--- config.mk ---
export PLATFORM = sky130hd
export DESIGN_NAME = fpu_addsub_scheduler
export DESIGN_NICKNAME = d
export VERILOG_FILES = /design/src/rtl/fpu_sched_pkg.sv /design/src/rtl/fpu_addsub_scheduler_rr_arbiter.sv /design/src/rtl/fpu_addsub_scheduler.sv
export SDC_FILE = /design/constraint.sdc
export NUM_CORES = 1
export LEC_CHECK = 0
export ABC_AREA = 0
export CORE_AREA = 8 8 153 155
export DETAILED_ROUTE_END_ITERATION = 7
export DIE_AREA = 0 0 161 163
export GPL_TIMING_DRIVEN = 0
export PLACE_DENSITY = 0.76
export SKIP_LAST_GASP = 1
export SYNTH_ARGS = -nofsm -noshare
export SYNTH_HDL_FRONTEND = slang
export SYNTH_SLANG_ARGS = --single-unit
--- constraint.sdc ---
create_clock -name clk -period 10.75 [get_ports clk]
set_input_delay 3.225 -clock clk [delete_from_list [all_inputs] [get_ports clk]]
set_output_delay 3.225 -clock clk [all_outputs]
set_load 0.01 [all_outputs]
--- src/rtl/fpu_sched_pkg.sv ---
// Types and helpers shared by the FPU operation schedulers.
package fpu_sched_pkg;

  typedef enum logic [1:0] {
    IDLE,
    LOAD,
    WAIT,
    RESP
  } sched_state_e;

  localparam logic OP_ADD = 1'b0;
  localparam logic OP_SUB = 1'b1;

  // Index width for n requesters; never narrower than one bit.
  function automatic int id_w(input int n);
    return (n > 1) ? $clog2(n) : 1;
  endfunction

endpackage

--- src/rtl/fpu_addsub_scheduler_rr_arbiter.sv ---
// Combinational round-robin grant: the first active request after last_i, with wrap-around.
module rr_arbiter
  import fpu_sched_pkg::*;
#(
  parameter  int N  = 4,
  localparam int IW = id_w(N)
) (
  input  logic [N-1:0]  req_i,
  input  logic [IW-1:0] last_i,
  output logic [N-1:0]  gnt_o,
  output logic [IW-1:0] gnt_id_o,
  output logic          any_o
);

  logic [IW-1:0] sel;

  always_comb begin
    gnt_o    = '0;
    gnt_id_o = '0;
    any_o    = 1'b0;
    sel      = '0;
    for (int k = 1; k <= N; k++) begin
      sel = IW'((int'(last_i) + k) % N);
      if (!any_o && req_i[sel]) begin
        gnt_o[sel] = 1'b1;
        gnt_id_o   = sel;
        any_o      = 1'b1;
      end
    end
  end

endmodule

--- src/rtl/fpu_addsub_scheduler.sv ---
// Shares one float add/sub datapath between NUM_REQ requesters, one operation in flight.
//   state | meaning
//   IDLE  | arbitrate; latch operands of the granted requester
//   LOAD  | hold fu_load with stable operands for LOAD_CYCLES cycles
//   WAIT  | wait for fu_valid under watchdog; first cycle's valid is stale
//   RESP  | one-cycle result strobe tagged with requester id
module fpu_addsub_scheduler
  import fpu_sched_pkg::*;
#(
  parameter  int PRECISION   = 32,
  parameter  int NUM_REQ     = 4,
  parameter  int LOAD_CYCLES = 2,
  parameter  int TIMEOUT     = 64,
  localparam int ID_W        = id_w(NUM_REQ)
) (
  input  logic                           clk,
  input  logic                           rst,
  input  logic [NUM_REQ-1:0]             req_valid,
  output logic [NUM_REQ-1:0]             req_ready,
  input  logic [NUM_REQ*PRECISION-1:0]   req_a,
  input  logic [NUM_REQ*PRECISION-1:0]   req_b,
  input  logic [NUM_REQ-1:0]             req_op,
  output logic                           resp_valid,
  output logic [ID_W-1:0]                resp_id,
  output logic [PRECISION-1:0]           resp_data,
  output logic                           resp_err,
  output logic                           busy,
  output logic [PRECISION-1:0]           fu_inA,
  output logic [PRECISION-1:0]           fu_inB,
  output logic                           fu_op,
  output logic                           fu_load,
  input  logic [PRECISION-1:0]           fu_out,
  input  logic                           fu_valid
);

  localparam int LC_W = id_w(LOAD_CYCLES);
  localparam int WD_W = id_w(TIMEOUT);

  sched_state_e         state_q;
  logic [ID_W-1:0]      last_grant_q;
  logic [ID_W-1:0]      id_q;
  logic [LC_W-1:0]      load_cnt_q;
  logic [WD_W-1:0]      wd_cnt_q;
  logic                 resp_valid_q;
  logic                 resp_err_q;
  logic [ID_W-1:0]      resp_id_q;
  logic [PRECISION-1:0] resp_data_q;
  logic [PRECISION-1:0] fu_inA_q;
  logic [PRECISION-1:0] fu_inB_q;
  logic                 fu_op_q;
  logic                 fu_load_q;
  logic                 busy_q;

  logic [NUM_REQ-1:0]   gnt;
  logic [ID_W-1:0]      gnt_id;
  logic                 gnt_any;
  logic                 xfer;
  logic [PRECISION-1:0] a_slice [NUM_REQ];
  logic [PRECISION-1:0] b_slice [NUM_REQ];

  for (genvar g = 0; g < NUM_REQ; g++) begin : g_slice
    assign a_slice[g] = req_a[g*PRECISION +: PRECISION];
    assign b_slice[g] = req_b[g*PRECISION +: PRECISION];
  end

  rr_arbiter #(.N(NUM_REQ)) u_arb (
    .req_i    (req_valid),
    .last_i   (last_grant_q),
    .gnt_o    (gnt),
    .gnt_id_o (gnt_id),
    .any_o    (gnt_any)
  );

  // Ready is combinational so a request can transfer in its first IDLE cycle; held low in reset.
  assign req_ready = (state_q == IDLE && !rst) ? gnt : '0;
  assign xfer      = (state_q == IDLE) && gnt_any;

  always_ff @(posedge clk or posedge rst) begin
    if (rst) begin
      state_q      <= IDLE;
      last_grant_q <= ID_W'(NUM_REQ - 1);
      id_q         <= '0;
      load_cnt_q   <= '0;
      wd_cnt_q     <= '0;
      resp_valid_q <= 1'b0;
      resp_err_q   <= 1'b0;
      resp_id_q    <= '0;
      resp_data_q  <= '0;
      fu_inA_q     <= '0;
      fu_inB_q     <= '0;
      fu_op_q      <= OP_ADD;
      fu_load_q    <= 1'b0;
      busy_q       <= 1'b0;
    end else begin
      case (state_q)
        IDLE: begin
          if (xfer) begin
            fu_inA_q     <= a_slice[gnt_id];
            fu_inB_q     <= b_slice[gnt_id];
            fu_op_q      <= req_op[gnt_id];
            id_q         <= gnt_id;
            last_grant_q <= gnt_id;
            load_cnt_q   <= '0;
            fu_load_q    <= 1'b1;
            busy_q       <= 1'b1;
            state_q      <= LOAD;
          end
        end
        LOAD: begin
          if (load_cnt_q == LC_W'(LOAD_CYCLES - 1)) begin
            fu_load_q <= 1'b0;
            wd_cnt_q  <= '0;
            state_q   <= WAIT;
          end else begin
            load_cnt_q <= load_cnt_q + LC_W'(1);
          end
        end
        WAIT: begin
          wd_cnt_q <= wd_cnt_q + WD_W'(1);
          // Valid in the first WAIT cycle still reflects the previous operation.
          if (fu_valid && wd_cnt_q != '0) begin
            resp_data_q  <= fu_out;
            resp_err_q   <= 1'b0;
            resp_id_q    <= id_q;
            resp_valid_q <= 1'b1;
            state_q      <= RESP;
          end else if (wd_cnt_q == WD_W'(TIMEOUT - 1)) begin
            resp_data_q  <= '0;
            resp_err_q   <= 1'b1;
            resp_id_q    <= id_q;
            resp_valid_q <= 1'b1;
            state_q      <= RESP;
          end
        end
        RESP: begin
          resp_valid_q <= 1'b0;
          resp_err_q   <= 1'b0;
          busy_q       <= 1'b0;
          state_q      <= IDLE;
        end
        default: state_q <= IDLE;
      endcase
    end
  end

  assign resp_valid = resp_valid_q;
  assign resp_err   = resp_err_q;
  assign resp_id    = resp_id_q;
  assign resp_data  = resp_data_q;
  assign fu_inA     = fu_inA_q;
  assign fu_inB     = fu_inB_q;
  assign fu_op      = fu_op_q;
  assign fu_load    = fu_load_q;
  assign busy       = busy_q;

endmodule

* Word-level counts from Yosys, hierarchy flattened *
Cells that the tools add are included.

word-level totals
  register bits after elaboration = 116
  input port bits = 299
  output and inout port bits = 107
  logic and storage cells = 130

operators by class
  $add $sub $neg = 6
  $lt $le $gt $ge = 10
  equality and inequality tests = 7
  mux-type cells = 60
  bitwise logic cells = 4
  reduce and logical (&&, ||, !) cells = 29

operators with widths
  operator                                                                              number
  32-bit 2-to-1 mux                                                                     6
  32-bit binary-select mux with 2-bit select                                            2
  1-bit 2-to-1 mux                                                                      20
  2-bit 2-to-1 mux                                                                      10
  4-bit 2-to-1 mux                                                                      5
  2-bit by 3-bit < comparator with 1-bit output (second input constant)                 5
  4-bit OR                                                                              3
  6-bit one-hot mux with 2 select lines                                                 1
  2-bit AND reduction                                                                   6
  1-bit binary-select mux with 2-bit select                                             5
  1-bit logical AND                                                                     10
  1-bit one-hot mux with 2 select lines                                                 5
  2-bit nonzero test                                                                    5
  1-bit demux with 2-bit select                                                         4
  2-bit by 1-bit greater-or-equal comparator with 1-bit output (second input constant)  4
  2-bit one-hot mux with 4 select lines                                                 1
  6-bit by 1-bit adder with 6-bit output (second input constant)                        1
  6-bit equality test (second input constant)                                           1
  6-bit 2-to-1 mux                                                                      1
  3-bit AND reduction                                                                   2
  6-bit nonzero test                                                                    1
  2-bit by 1-bit adder with 2-bit output (second input constant)                        2
  2-bit adder (second input constant)                                                   2
  2-bit equality test (second input constant)                                           2
  other kinds (8)                                                                       12

* Longest topological paths before layout *
  word-level depth = 17
  gate-level depth with buffers = 14
  depth with buffers taken out = 8

* By module *
A second synthesis with hierarchy kept.

second synthesis, totals
  cell total of the unflattened synthesis = 479
  area, all modules = 6698.9 µm²

modules (own cells, without submodules)
  module                instances  cells each  area an instance (µm²)  sequential area each (µm²)
  fpu_addsub_scheduler  1          393         6069.6                  2905.3
  rr_arbiter            1          86          629.4                   0.0

* Least setup slack after synthesis *
No wires, ideal clock.

  kind = input port to output port
  start point = in rst
  end point = out req_ready[0]
  arrival = 6330 ps
  required time = 7525 ps
  setup slack = 1195 ps
  cell stages on the path = 3
  path buffers = 0
  cell sequence = inv_1 > nand2_1 > nor2_1

on the way
  word-level cells in the longest chain between the ends = 3

RTL lines
  item                              RTL line                    text
  start, declared                   fpu_addsub_scheduler.sv:17  input logic rst,
  1-bit zero test (no source line)  -
  1-bit logical AND                 fpu_addsub_scheduler.sv:75  assign req_ready = (state_q == IDLE && !rst) ? gnt : '0;
  4-bit 2-to-1 mux                  fpu_addsub_scheduler.sv:75
  end, declared                     fpu_addsub_scheduler.sv:19  output logic [NUM_REQ-1:0] req_ready,

Every way passes these cells.

* Worst setup path after layout *
  start point = in req_valid[1]
  end point = out req_ready[1]

on the way
  word-level cells in the longest chain between the ends = 13
  elaborated cells on any way between the ends = 25
  those cells by class = mux: 16; bitwise: 3; reduce/logical: 6

RTL lines
  item                                       RTL line                               text
  start, declared                            fpu_addsub_scheduler.sv:18             input logic [NUM_REQ-1:0] req_valid,
  1-bit binary-select mux with 2-bit select  fpu_addsub_scheduler_rr_arbiter.sv:24  if (!any_o && req_i[sel]) begin
  1-bit 2-to-1 mux (implied by the code)     fpu_addsub_scheduler_rr_arbiter.sv:24
  1-bit 2-to-1 mux                           fpu_addsub_scheduler_rr_arbiter.sv:24
  1-bit zero test                            fpu_addsub_scheduler_rr_arbiter.sv:24
  1-bit logical AND                          fpu_addsub_scheduler_rr_arbiter.sv:24
  1-bit 2-to-1 mux                           fpu_addsub_scheduler_rr_arbiter.sv:24
  1-bit zero test                            fpu_addsub_scheduler_rr_arbiter.sv:24
  1-bit logical AND                          fpu_addsub_scheduler_rr_arbiter.sv:24
  1-bit 2-to-1 mux                           fpu_addsub_scheduler_rr_arbiter.sv:24
  1-bit zero test                            fpu_addsub_scheduler_rr_arbiter.sv:24
  1-bit logical AND                          fpu_addsub_scheduler_rr_arbiter.sv:24
  4-bit 2-to-1 mux *                         fpu_addsub_scheduler_rr_arbiter.sv:24
  4-bit 2-to-1 mux *                         fpu_addsub_scheduler.sv:75

Every way passes the cells marked *; elsewhere a longest branch is shown, timed or not. The select of a mux whose other input is x is not followed.

==> flow_metrics.py <==
metrics = {
    "synthesis": {
        "netlist_area_sq_mm": 0.00803,
        "ys_warn_count": 0,
        "synth.top_cell.area_share": 0.355,
        "synth-simple-area-share": 0.115,
        "syn-num-nets": 1130,
        "synth_ff_type": "dfrtp_1",
        "synth-xor-area-share": 0.00327,
        "synthMuxAreaShare": 0.192,
        "synthArstFlopShare": 1.00,
        "ys_seq_elements": 116,
        "synth_largest_area_cell": "dfrtp_1",
        "synthCells": 816,
        "synth_area_leaders": "dfrtp_1 36%, mux2i_1 14%, o211ai_1 6.2%, a2111o_1 5.3%, a22o_1 3.9%",
        "syn_area_per_cell_sq_um": 9.84,
        "synth_compound_area_frac": 0.242,
        "synth_cell_type_count": 45,
        "ys_seq_area_frac": 0.362,
        "synth_top_family_by_area": "compound AO/OA/AOI/OAI gates",
        "synth_edf_count": 0,
        "synth_fa_ha_area_frac": 0.0234,
    },
    "cts": {
        "cts_made_buffers": 17,
        "ctsHoldBuffers": 0,
        "cts_sinks": 116,
        "clkLatencyLatePin_ns": 0.42,
        "htreeDepth": 4,
        "cts_resized": 0,
        "clockBufferDepth": 2,
        "root_buffer": "clkbuf_16",
        "cts_tree": "yes",
        "cts_setup_buffers": 0,
        "path_clk_slew_ns": 0.06,
    },
    "critical_path": {
        "reg2reg_depth": 11,
        "cpPeakStageDelay_ns": 0.66,
        "cpMostUsedCell": "clkdlybuf4s50_1",
        "path_buf_inv": 2,
        "required_ns": 7.53,
        "crit_fanout": 8,
        "ff2ff_setup_slack_ns": 6.94,
        "cp.depth": 7,
        "crit_arrival_ns": 6.14,
        "startpoint_type": "primary input",
        "crit_family": "buffers and inverters",
        "worst_setup_path_end_kind": "output pin",
        "crit_type": "primary input to output pin",
        "crit_chain": "clkdlybuf4s50_1 > mux4_2 > nand2b_1 > a2111oi_1 > a21oi_1 > nor2_1 > clkdlybuf4s50_1",
        "crit_slowest_cell": "a2111oi_1",
    },
    "power_and_ir_drop": {
        "power.switching_mw": 1.82,
        "p_comb_frac": 0.664,
        "p_int_mw": 2.28,
        "seqPwrFrac": 0.192,
        "powerDensity_mw_per_mm2": 314,
        "leakagePower_nw": 5.37,
        "power_frac_clock": 0.143,
        "power_mw": 4.09,
        "swShare": 0.444,
        "ir_worst_vdd_uv": 197,
    },
    "drt": {
        "wl_per_cell_um": 23.8,
        "drtPass1Iterations": 5,
        "wl_um": 36500,
        "routed_via_density": 5.58,
        "drtIter0Drc": 485,
        "drc": 0,
        "vias": 8548,
        "detail-route-antenna-nets": 0,
    },
    "global_routing": {
        "grt_pass1_vias": 9058,
        "grt_overflow": 0,
        "grt.total_usage": 0.270,
        "grt_max_degree": 66,
        "grt_antenna_before_repair": 5,
        "grt_pass1_wl_um": 54500,
    },
    "placed_design": {
        "dp.cells": 1496,
        "io_buffers": 404,
        "dp_slack_ns": 1.42,
        "dp_hpwl_um": 29100,
        "gp_routability_congestion": 0.838,
        "place_area_sq_mm": 0.0124,
    },
    "sta": {
        "hold_violations": 0,
        "fin_worst_skew_ns": 0.0151,
        "fin_tns_setup_ns": 0,
        "slew_viol_final": 0,
        "slew_headroom": 0.330,
        "timing.fmax_mhz": 107,
        "fin_crit_sh": 0.871,
        "rsz0062_at_grt": "no",
        "fin_crit_ns": 9.37,
        "setup_ws_ns": 1.38,
        "fin_hold_ws_ns": 0.478,
        "worst_pin_slew_ns": 0.995,
        "setup_violations": 0,
    },
    "die": {
        "ios": 406,
        "start_util": 0.385,
        "die_h_um": 163,
        "die-area_sq_mm": 0.0262,
        "dieWidth_um": 161,
        "rows": 53,
        "fp.coreArea_sq_mm": 0.0208,
    },
    "cells_and_area": {
        "fin_area_sq_mm": 0.0131,
        "nNetsFinal": 1554,
        "areaGrowthSynthToFinish_pct": 62.6,
        "layout-drive-gt1-share": 0.0918,
        "stdcell_count": 1532,
        "final_util": 0.627,
    },
    "job": {
        "drv_cap": 0,
    },
    "status": {
        "outcome": "finished clean",
    },
    "worst_hold_path": {
        "worstHoldPathType": "flop to flop",
        "min_path_cells": 1,
    },
}
-- per-layer routing --
layer | global-route usage | part of all wire | up-vias | routed length (um)
li1 | - | - | 3941 | -
met1 | 0.308 | 0.39 | 4147 | 14300
met2 | 0.463 | 0.50 | 401 | 18100
met3 | 0.0837 | 0.080 | 57 | 2940
met4 | 0.115 | 0.032 | 2 | 1160
met5 | 0 | 0.00036 | - | 13
-- flip-flops by register name, summed over array words and instances, names as in the netlist --
name	flops
resp_data	32
resp_err	1
id_q	2
busy	1
fu_inB	32
resp_id	2
load_cnt_q	1
last_grant_q	2
resp_valid	1
fu_op	1
fu_inA	32
wd_cnt_q	6
state_q	2
fu_load	1
-- power by group through the flow --
stage          registers, mW  logic [mW]  clock network, mW
2_1_floorplan          0.857        1.61                  0
3_3_place_gp           0.783        2.68                  0
3_5_place_dp           0.792        2.72                  0
4_1_cts                0.787        2.73              0.593
5_1_grt                0.810        2.92              0.616
6_report               0.787        2.72              0.586
-- cell usage after synthesis, types with 16 or more instances --
cell type,number
nor2_1,80
a2111o_1,38
clkbuf_1,37
mux2_2,17
nand2_1,81
a22o_1,36
o211ai_1,66
o221ai_1,16
a21oi_1,39
mux2i_1,111
dfrtp_1,114
nor3_1,40
-- worst paths after layout --
kind	from	to
setup reg to reg	last_grant_q[0]	fu_inA[11]
min in group asynchronous	rst	resp_data[10]
hold / removal	resp_err	resp_err
hold reg to reg	resp_err	resp_err
max in group asynchronous	rst	last_grant_q[0]
setup / recovery	req_valid[1]	req_ready[1]
-- layout by cell type (no fill, tap or decap), types with 4 or more instances in the layout --
master,n
mux2_4,13
clkbuf_16,17
o211ai_1,66
a21oi_1,39
dfrtp_1,114
inv_6,8
buf_8,10
nor2_1,80
clkbuf_1,37
o221ai_2,13
diode_2,4
ha_1,15
mux2_2,17
nand3_1,4
nand2b_1,5
nand2_1,81
inv_1,8
a22o_1,36
buf_1,10
buf_6,4
buf_2,12
a2111o_1,38
mux2i_1,111
nor3_1,40
clkdlybuf4s50_1,404
a22oi_1,4
o221ai_1,16
buf_4,5
o21ai_0,8
-- cells by family after synthesis --
family,Yosys count
compound gates,233
simple gates,219
mux,143
flops,116
buf+inv,87
fa+ha+maj,15
xor+xnor,3
-- layout make-up --
cell class / count / area [sq um]
antenna: 4 / 10.0
buffer: 78 / 469
clock buffer: 17 / 425
clock inverter: 15 / 168
fill: 1799 / 7770
inverter: 9 / 38.8
multi-input combinational: 613 / 4620
sequential: 116 / 2910
tap: 275 / 344
timing repair buffer: 405 / 4070
No activity file was read; power rests on OpenSTA's default activity.
